### config.mk
export PLATFORM = sky130hd
export DESIGN_NAME = fetch_stage
export DESIGN_NICKNAME = d
export VERILOG_FILES = /design/src/rtl/fetch_stage.sv
export SDC_FILE = /design/constraint.sdc
export NUM_CORES = 1
export LEC_CHECK = 0
export ABC_AREA = 1
export CELL_PAD_IN_SITES_DETAIL_PLACEMENT = 0
export CELL_PAD_IN_SITES_GLOBAL_PLACEMENT = 1
export CORE_MARGIN = 2
export CORE_UTILIZATION = 35
export DETAILED_ROUTE_END_ITERATION = 10
export PLACE_DENSITY = 0.75
export SETUP_SLACK_MARGIN = 0.5
export SLEW_MARGIN = 20
export SYNTH_ARGS = -nofsm -noshare
export SYNTH_HDL_FRONTEND = slang
export SYNTH_SLANG_ARGS = --single-unit
export TNS_END_PERCENT = 50
### constraint.sdc
create_clock -name clk -period 6.83 [get_ports clk]
set_input_delay 1.0245 -clock clk [delete_from_list [all_inputs] [get_ports clk]]
set_output_delay 1.0245 -clock clk [all_outputs]
set_load 0.02 [all_outputs]
### src/rtl/fetch_stage.sv
// XM23 instruction fetch front end: issues word reads over req/gnt/rvalid, buffers returns
// in a prefetch FIFO and presents them to decode, honouring stall, redirect and sleep.

module fetch_stage #(
   parameter logic [15:0] RESET_PC   = 16'h0000,
   parameter int unsigned FIFO_DEPTH = 2,
   parameter logic [15:0] NOP_INST   = 16'h4C00
) (
   input  logic        clk,
   input  logic        reset,
   output logic        imem_req,
   output logic [15:0] imem_addr,
   input  logic        imem_gnt,
   input  logic        imem_rvalid,
   input  logic [15:0] imem_rdata,
   input  logic        stall,
   input  logic        branch_taken,
   input  logic [15:0] branch_target,
   input  logic        sleep,
   input  logic        wake,
   output logic [15:0] inst,
   output logic [15:0] inst_pc,
   output logic        inst_valid,
   output logic [15:0] fetch_pc
);

   localparam int unsigned CW         = $clog2(FIFO_DEPTH + 1);
   localparam logic [CW:0] DEPTH_C    = (CW + 1)'(FIFO_DEPTH);
   localparam logic [15:0] RESET_PC_C = RESET_PC & 16'hFFFE;

   typedef enum logic [1:0] {StIdle, StRun, StSleep} state_e;

   state_e                state_q, state_d;
   logic [15:0]           fetch_pc_q, fetch_pc_d;
   logic [15:0]           resp_pc_q, resp_pc_d;
   logic [CW-1:0]         outstanding_q, outstanding_d;
   logic [CW-1:0]         drop_cnt_q, drop_cnt_d;
   logic [CW-1:0]         count_q, count_d;
   logic [CW-1:0]         push_idx;
   logic [15:0]           ent_inst_q [FIFO_DEPTH];
   logic [15:0]           ent_inst_d [FIFO_DEPTH];
   logic [15:0]           ent_pc_q   [FIFO_DEPTH];
   logic [15:0]           ent_pc_d   [FIFO_DEPTH];
   logic [FIFO_DEPTH-1:0] ent_vld_q, ent_vld_d;
   logic                  grant, resp_accept, do_push, do_pop;
   logic [15:0]           redirect_pc;

   assign redirect_pc = branch_target & 16'hFFFE;
   // A response with nothing outstanding is a leftover from before reset and is ignored.
   assign resp_accept = imem_rvalid && (outstanding_q != '0);
   assign do_push     = resp_accept && (drop_cnt_q == '0) && !branch_taken;
   assign do_pop      = ent_vld_q[0] && !stall && !branch_taken;
   assign push_idx    = count_q - CW'(do_pop);

   // Credit check counts in-flight reads so returns can never overflow the FIFO.
   assign imem_req = (state_q == StRun) && !branch_taken &&
                     (({1'b0, outstanding_q} + {1'b0, count_q}) < DEPTH_C);
   assign grant    = imem_req && imem_gnt;

   assign imem_addr  = fetch_pc_q;
   assign fetch_pc   = fetch_pc_q;
   assign inst       = ent_inst_q[0];
   assign inst_pc    = ent_pc_q[0];
   assign inst_valid = ent_vld_q[0];

   always_comb begin
      state_d = state_q;
      unique case (state_q)
         StIdle:  state_d = StRun;
         StRun:   if (sleep && !branch_taken) state_d = StSleep;
         StSleep: if (wake || branch_taken) state_d = StRun;
         default: state_d = StIdle;
      endcase
   end

   always_comb begin
      outstanding_d = outstanding_q + CW'(grant) - CW'(resp_accept);
      fetch_pc_d    = fetch_pc_q;
      resp_pc_d     = resp_pc_q;
      drop_cnt_d    = drop_cnt_q;
      if (branch_taken) begin
         fetch_pc_d = redirect_pc;
         resp_pc_d  = redirect_pc;
         drop_cnt_d = outstanding_d;
      end else begin
         if (grant) fetch_pc_d = fetch_pc_q + 16'd2;
         if (do_push) resp_pc_d = resp_pc_q + 16'd2;
         if (resp_accept && (drop_cnt_q != '0)) drop_cnt_d = drop_cnt_q - 1'b1;
      end
   end

   // Shift FIFO: entry 0 is always the head so the decode outputs come straight from flops.
   always_comb begin
      ent_inst_d = ent_inst_q;
      ent_pc_d   = ent_pc_q;
      ent_vld_d  = ent_vld_q;
      count_d    = count_q;
      if (branch_taken) begin
         for (int i = 0; i < int'(FIFO_DEPTH); i++) begin
            ent_inst_d[i] = NOP_INST;
            ent_pc_d[i]   = 16'h0000;
         end
         ent_vld_d = '0;
         count_d   = '0;
      end else begin
         if (do_pop) begin
            for (int i = 0; i < int'(FIFO_DEPTH) - 1; i++) begin
               ent_inst_d[i] = ent_inst_q[i+1];
               ent_pc_d[i]   = ent_pc_q[i+1];
               ent_vld_d[i]  = ent_vld_q[i+1];
            end
            ent_inst_d[FIFO_DEPTH-1] = NOP_INST;
            ent_pc_d[FIFO_DEPTH-1]   = 16'h0000;
            ent_vld_d[FIFO_DEPTH-1]  = 1'b0;
         end
         if (do_push) begin
            for (int i = 0; i < int'(FIFO_DEPTH); i++) begin
               if (CW'(i) == push_idx) begin
                  ent_inst_d[i] = imem_rdata;
                  ent_pc_d[i]   = resp_pc_q;
                  ent_vld_d[i]  = 1'b1;
               end
            end
         end
         count_d = count_q + CW'(do_push) - CW'(do_pop);
      end
   end

   always_ff @(posedge clk or negedge reset) begin
      if (!reset) begin
         state_q       <= StIdle;
         fetch_pc_q    <= RESET_PC_C;
         resp_pc_q     <= RESET_PC_C;
         outstanding_q <= '0;
         drop_cnt_q    <= '0;
         count_q       <= '0;
         ent_vld_q     <= '0;
         for (int i = 0; i < int'(FIFO_DEPTH); i++) begin
            ent_inst_q[i] <= NOP_INST;
            ent_pc_q[i]   <= 16'h0000;
         end
      end else begin
         state_q       <= state_d;
         fetch_pc_q    <= fetch_pc_d;
         resp_pc_q     <= resp_pc_d;
         outstanding_q <= outstanding_d;
         drop_cnt_q    <= drop_cnt_d;
         count_q       <= count_d;
         ent_vld_q     <= ent_vld_d;
         ent_inst_q    <= ent_inst_d;
         ent_pc_q      <= ent_pc_d;
      end
   end

endmodule
; ---- Word level (Yosys, flattened, before mapping)
; Index checks and enable logic that the tools add are counted.
[word_totals]
input_bits = 40
out_inout_bits = 66
reg_bits = 106
word_cells = 73
[classes]
n_addsub = 9
reduce_logical = 22
magnitude_cmp = 1
n_eq_ne = 5
muxes = 25
[ops]
columns = operator, n
row1 = 2-to-1 mux 32 bit, 6
row2 = 2-to-1 mux 16 bit, 8
row3 = adder 16 x 2 -> 16 bit (second input constant), 2
row4 = 2-to-1 mux 2 bit, 8
row5 = logical AND 1 bit, 10
row6 = nonzero test 2 bit, 5
row7 = zero test 2 bit, 3
row8 = one-hot mux 2 bit (3 select lines), 1
row9 = subtractor 2 x 1 -> 2 bit, 3
row10 = adder 2 x 1 -> 2 bit, 2
row11 = adder 2 x 2 -> 3 bit, 1
row12 = less-than comparator 3 x 2 -> 1 bit (second input constant), 1
row13 = == test 1 x 2 -> 1 bit (first input constant), 1
row14 = == test 2 x 1 -> 1 bit (second input constant), 1
row15 = == test 2 bit (second input constant), 1
row16 = zero test 1 bit, 2
row17 = 2-to-1 mux 1 bit, 2
row18 = inequality test 2 x 1 -> 1 bit (second input constant), 1
row19 = inequality test 2 bit (second input constant), 1
row20 = AND reduction 2 bit, 1
row21 = subtractor 2 x 1 -> 2 bit (second input constant), 1
row22 = logical OR 1 bit, 1

; ---- Logic depth before layout (Yosys ltp)
[logic_depth]
word_depth = 8
depth_mapped = 15
depth_no_buf = 13

; ---- Worst setup path before layout
; OpenSTA, ideal clock, no wires.
[synth_path]
path_type = in2out
start = input branch_taken
end = output imem_req
t_required_ps = 5806
n_path_buf = 3
setup_slack_ps = 3960
arrival_ps = 1846
cell_stages = 6
path_cell_list = buf_6 -> inv_6 -> buf_2 -> buf_2 -> nand3_1 -> inv_1
[synth_between]
elab_chain_len = 3
[synth_lines]
columns = element, line
row1 = from (decl), 17  ; input logic branch_taken,
row2 = zero test 1 bit, 56  ; assign imem_req = (state_q == StRun) && !branch_taken &&
row3 = logical AND 1 bit (2 in series), 56
row4 = to (decl), 11  ; output logic imem_req,
; No other way between the ends.

==> impl_metrics.env <==
export IMPL_required_ns=7.11
export IMPL_grt_pass1_wl_mm=25.4
export IMPL_worstSetupPathType="input pin to flip-flop"
export IMPL_die_w_um=137
export IMPL_max_freq_mhz=234
export IMPL_synth_top_area_share_pct=39.8
export IMPL_initial_utilization_pct=35.8
export IMPL_critPathBufInv=5
export IMPL_slowest_stage="nor2_8"
export IMPL_syn_area_per_cell_sq_um=7.54
export IMPL_drt_total_wl_mm=15.1
export IMPL_p_leak_nw=3.54
export IMPL_synth_seq_area_share_pct=42.3
export IMPL_io_buffer_count=102
export IMPL_dieHeight_um=137
export IMPL_place_congestion=0.812
export IMPL_synth_seq_cells=104
export IMPL_worst_slew_pin_transition_ns=0.784
export IMPL_initialDrtViolationCount=374
export IMPL_std_cell_rows=48
export IMPL_hold_depth=1
export IMPL_dp_hpwl_mm=9.51
export IMPL_post_route_min_period_ns=4.28
export IMPL_status="completed"
export IMPL_synthFlopType="dfrtp_1"
export IMPL_worst_r2r_cell_count=12
export IMPL_drc=0
export IMPL_tns_ns=0
export IMPL_worst_hold_slack_ns=0.505
export IMPL_htree_levels=3
export IMPL_cts_sinks=104
export IMPL_synth_async_sr_flop_share_pct=100
export IMPL_wl_per_cell_um=14.0
export IMPL_ant_nets=0
export IMPL_boundaryPins=106
export IMPL_post_synth_top_count_cell="nand2_1"
export IMPL_vias=5053
export IMPL_crit_arrival_ns=4.55
export IMPL_setup_viol=0
export IMPL_first_global_vias=4938
export IMPL_slowest_delay_ns=0.66
export IMPL_finClkSkew_ns=0.0116
export IMPL_drive_above_1_share_pct=7.26
export IMPL_r2r_setup_slack_ns=3.79
export IMPL_clockBufferDepth=2
export IMPL_synth_edf_count=0
export IMPL_grt_overflow=0
export IMPL_synthesis_area_sq_mm=0.00617
export IMPL_hold_path_class="flip-flop to flip-flop"
export IMPL_rsz0062_at_grt="no"
export IMPL_startpoint_type="input pin"
export IMPL_antenna_found_initial=0
export IMPL_netlist_instances=818
export IMPL_p_per_area_mw_per_mm2=284
export IMPL_slew_viol_final=0
export IMPL_cts_hold_buf=0
export IMPL_cts_repair_resize_count=0
export IMPL_fin_nets=899
export IMPL_syn2layout_area_growth_pct=16.5
export IMPL_reg2reg_from="ent_vld_q[0]"
export IMPL_reg2reg_to="ent_inst_q[14]"
export IMPL_timing_final_crit_share_pct=62.6
export IMPL_yosysUniqueCellTypes=37
export IMPL_cap_violations=0
export IMPL_core_area_sq_mm=0.0172
export IMPL_critPathCaptureType="flip-flop"
export IMPL_ys_warn_count=0
export IMPL_hp_start="state_q[0]"
export IMPL_synth_common_cells="262 x nand2_1, 98 x dfrtp_1, 96 x nor2_1"
export IMPL_peakVddDrop_v=0.000149
export IMPL_synth_area_leaders="dfrtp_1 40%, nand2_1 16%, buf_4 6.5%, nor2_1 5.8%, inv_1 3.8%"
export IMPL_cp_top_family="buffers and inverters"
export IMPL_cts_tree="done"
export IMPL_die_area_sq_mm=0.0187
export IMPL_hold_viol=0
export IMPL_cts_setup_buffers=0
export IMPL_startpoint="branch_taken"
export IMPL_synth_top_area_cell="dfrtp_1"
export IMPL_numCtsBuffers=9
export IMPL_viasPerCell=4.68
export IMPL_clk_pin_slew_worst_paths_ns=0.07
export IMPL_path_cells="clkdlybuf4s50_1, buf_4, inv_6, nand2_2, inv_2, ha_1, nor2_1, nor2_1, nand2_2, nor2_8, inv_1, o21ai_0, nand2_1"
export IMPL_grt_max_degree=73
export IMPL_slew_limit_headroom_pct=47.7
export IMPL_n_antenna_cell=0
export IMPL_holdPathEnd="state_q[0]"
export IMPL_clk_latency_ns=0.35
export IMPL_crit_fanout=72
export IMPL_cts_root_buffer_cell="clkbuf_16"
export IMPL_gr_usage_all_layers_pct=17.3
export IMPL_dr_pass1_iters=5
==> flip-flops by register name, indices dropped and copies added, names as in the netlist <==
register and count:
ent_inst_q 16, ent_pc_q 16, inst 16, inst_pc 16, fetch_pc 15, resp_pc_q 15, count_q 2, drop_cnt_q 2
ent_vld_q 2, outstanding_q 2, state_q 2
==> how the worst max path moves through the flow <==
stage | to | slack, ns | cells after the start
after CTS | ent_inst_q[14] | 2.49 | 13
final | ent_inst_q[14] | 2.55 | 13
after floorplan | imem_req | 3.96 | 6
after detailed placement | ent_inst_q[10] | 2.12 | 13
after global placement | ent_inst_q[14] | 2.10 | 13
after global routing | ent_inst_q[10] | 2.16 | 13
==> power breakdown <==
part	switching, W	leakage, nW	internal, W	total, W
Sequential	0.000110	1.35	0.000717	0.000827
Clock	0.000235	0.139	0.000293	0.000528
Combinational	0.000401	2.05	0.000282	0.000683
==> through the flow <==
step | setup WS (ns) | total power [W] | cell area (sq um) | util, % | instances
global route | 2.16 | 0.00218 | 7180 | 41.7 | 1079
global placement | 2.10 | 0.00152 | 6890 | 40.0 | 1064
floorplan | 3.96 | 0.00133 | 6170 | - | 819
detailed placement | 2.12 | 0.00153 | 6890 | 40.0 | 1064
finish | 2.55 | 0.00204 | 7180 | 41.7 | 1079
CTS | 2.49 | 0.00206 | 7180 | 41.7 | 1079
==> placed cells by master, fill, tap and decap left out, drive strengths merged <==
| master | count |
|---|---|
| a211oi | 1 |
| a21o | 1 |
| a21oi | 30 |
| a31oi | 3 |
| and2 | 1 |
| buf | 4 |
| bufinv | 1 |
| clkbuf | 12 |
| clkdlybuf4s50 | 101 |
| clkinv | 1 |
| clkinvlp | 1 |
| conb | 2 |
| dfrtp | 98 |
| dfstp | 6 |
| fa | 1 |
| ha | 8 |
| inv | 69 |
| nand2 | 266 |
| nand3 | 41 |
| nand4 | 6 |
| nor2 | 111 |
| nor3 | 5 |
| o211ai | 13 |
| o21ai | 55 |
| xnor2 | 5 |
| xor2 | 12 |
==> kinds of logic after synthesis <==
kind of cell / count (synthesis) / share of synthesized area, %
simple gates: 430 / 29.4
other cells: 1 / 0.0608
flops: 104 / 42.3
compound gates: 103 / 9.88
xor+xnor: 17 / 2.41
buf+inv: 154 / 14.0
fa+ha+maj: 9 / 1.95
==> cell type report <==
class	instances	area, sq um
Clock buffer	12	246
Clock inverter	3	42.5
Fill cell	1777	10100
Inverter	69	264
Multi-Input combinational cell	561	2700
Sequential cell	104	2610
Tap cell	225	282
Timing Repair Buffer	105	1040
==> metal layers <==
| layer | routed length (um) | share of wire, % | track usage [%] | vias to the layer above |
|---|---|---|---|---|
| li1 | - | - | - | 2578 |
| met5 | 0 | 0 | 0 | - |
| met1 | 7640 | 51 | 25.0 | 2336 |
| met3 | 670 | 4.4 | 2.52 | 10 |
| met2 | 6640 | 44 | 26.7 | 129 |
| met4 | 172 | 1.1 | 5.03 | 0 |
No activity file was read; power rests on OpenSTA's default activity.
==> edit, RTL diff (config.mk and constraints unchanged) <==
Change the parameter `NOP_INST` from 16'h4C00 to 16'h4000.
--- a/src/rtl/fetch_stage.sv
+++ b/src/rtl/fetch_stage.sv
@@ -6,3 +6,3 @@
    parameter int unsigned FIFO_DEPTH = 2,
-   parameter logic [15:0] NOP_INST   = 16'h4C00
+   parameter logic [15:0] NOP_INST   = 16'h4000
 ) (
Behaviour: not the same (a bounded check fails within 4 cycles, from zero or initial values and one cycle with reset low).
==> edit against the unedited design <==
  * Sequential power hardly changed
  * Count of clock-buffer cells in the layout is 2 lower
  * Largest cell class unchanged
  * Routed wire length is 9.9% higher
  * Setup slack worse by 0.23 ns
  * Sequential share of layout area fell by 1.9 points
  * Fmax fell by 5.2%
  * Die area up 5.3%
  * Core utilization is 0.19 points higher
  * Via count grew 11%
  * Design area is 5.4% higher
  * Hold slack improved by 0.016 ns
  * Sequential cell count unchanged
  * Synthesized area rose by 5.5%
  * Power increased by 4.8%
==> edit: results (changes against the unedited design) <==
route:
  wl_met2_mm: 7.52  # +13%
  via_per_inst: 4.67  # -0.21%
  drt_iter0_drc: 338  # -9.6%
  met3_length_um: 633  # -5.5%
  wl_per_cell_um: 13.9  # -1.2%
  met1Wirelength_mm: 8.26  # +8.1%
sta:
  slew_headroom: 0.394  # -0.0830
  holdWs_ns: 0.521  # +0.0157 ns
  finClkSkew_ns: 0.00582  # -0.00580 ns
pwr:
  p_leak_nw: 3.93  # +11%
  comb_power_mw: 0.734  # +7.5%
  irDropWorstVdd_mv: 0.123  # -18%
  clk-power_mw: 0.576  # +9.1%
  p_int_mw: 1.34  # +3.6%
logic_synthesis:
  ys_seq_area_frac: 0.400  # -0.0228
  synth-xor-area-share: 0.0162  # -0.00799
  synthDistinctLibCells: 35  # -5.4%
  yosys.area_share.adder: 0.0185  # -0.00101
  netlist_instances: 937  # +15%
  synthArstFlopShare: 1.00  # unchanged
  synth-compound-area-share: 0.0404  # -0.0584
  yosys-top-cells-count: "342 x nand2_1, 136 x nor2_1, 102 x dfrtp_1"
  synth.area.top_cells: "dfrtp_1 39%, nand2_1 20%, nor2_1 7.8%"
cells_and_area:
  layout-drive-gt1-share: 0.0391  # -0.0335
  final_cells: 1200  # +11%
  final_nets: 1015  # +13%
  n_fill_cell: 1905  # +7.2%
grt:
  grt_use_met3: 0.0229  # -0.00228
  grt_pass1_vias: 5375  # +8.8%
  grt_max_degree: 75  # +2.7%
  met2_usage: 0.281  # +0.0145
  grtUsageMet1: 0.248  # -0.00179
  grt_pass1_wl_mm: 27.7  # +8.9%
  grt_use_total: 0.176  # +0.00333
placed_design:
  io_buffers: 102  # unchanged
  gp_congestion: 0.811  # -0.14%
  dp_hpwl_mm: 10.5  # +10%
setup_path:
  reg2reg_slack_ns: 3.68  # -0.11 ns
  endpoint: "imem_req"
  path_max_fanout: 74  # +2.8%
  arrival_ns: 3.49  # -1.06 ns
  max_stage_delay_ns: 0.68  # +0.02 ns
run_status:
  status: "complete, no violations"
edit: stage by stage:
step	setup WS (ns)	power (mW)	cell area [sq um]	utilization
floorplan	4.02	1.36	6510	-
finish	2.32	2.14	7570	0.419
CTS	2.29	2.16	7570	0.419
global placement	2.29	1.57	7250	0.401
global route	2.12	2.29	7570	0.419
detailed placement	2.30	1.58	7250	0.401
edit: area by class of cell:
cell class	count	area, sq um	share of cell area
multi-input combinational	644	2920	0.386
sequential	104	2610	0.344
clock inverter	6	82.6	0.0109
tap	229	287	0.0378
clock buffer	10	239	0.0316
timing repair buffer	108	1060	0.140
inverter	99	374	0.0494
edit: kinds of logic (layout without fill, tap and decap cells):
| logic type | after synthesis | count (layout) |
|---|---|---|
| adders and majority gates | 9 | 9 |
| other | 1 | 2 |
| DFF | 104 | 104 |
| and+or+nand+nor | 579 | 579 |
| xor gates and xnor gates | 12 | 12 |
| buffers and inverters | 190 | 223 |
| AOI/OAI and AO/OA | 42 | 42 |
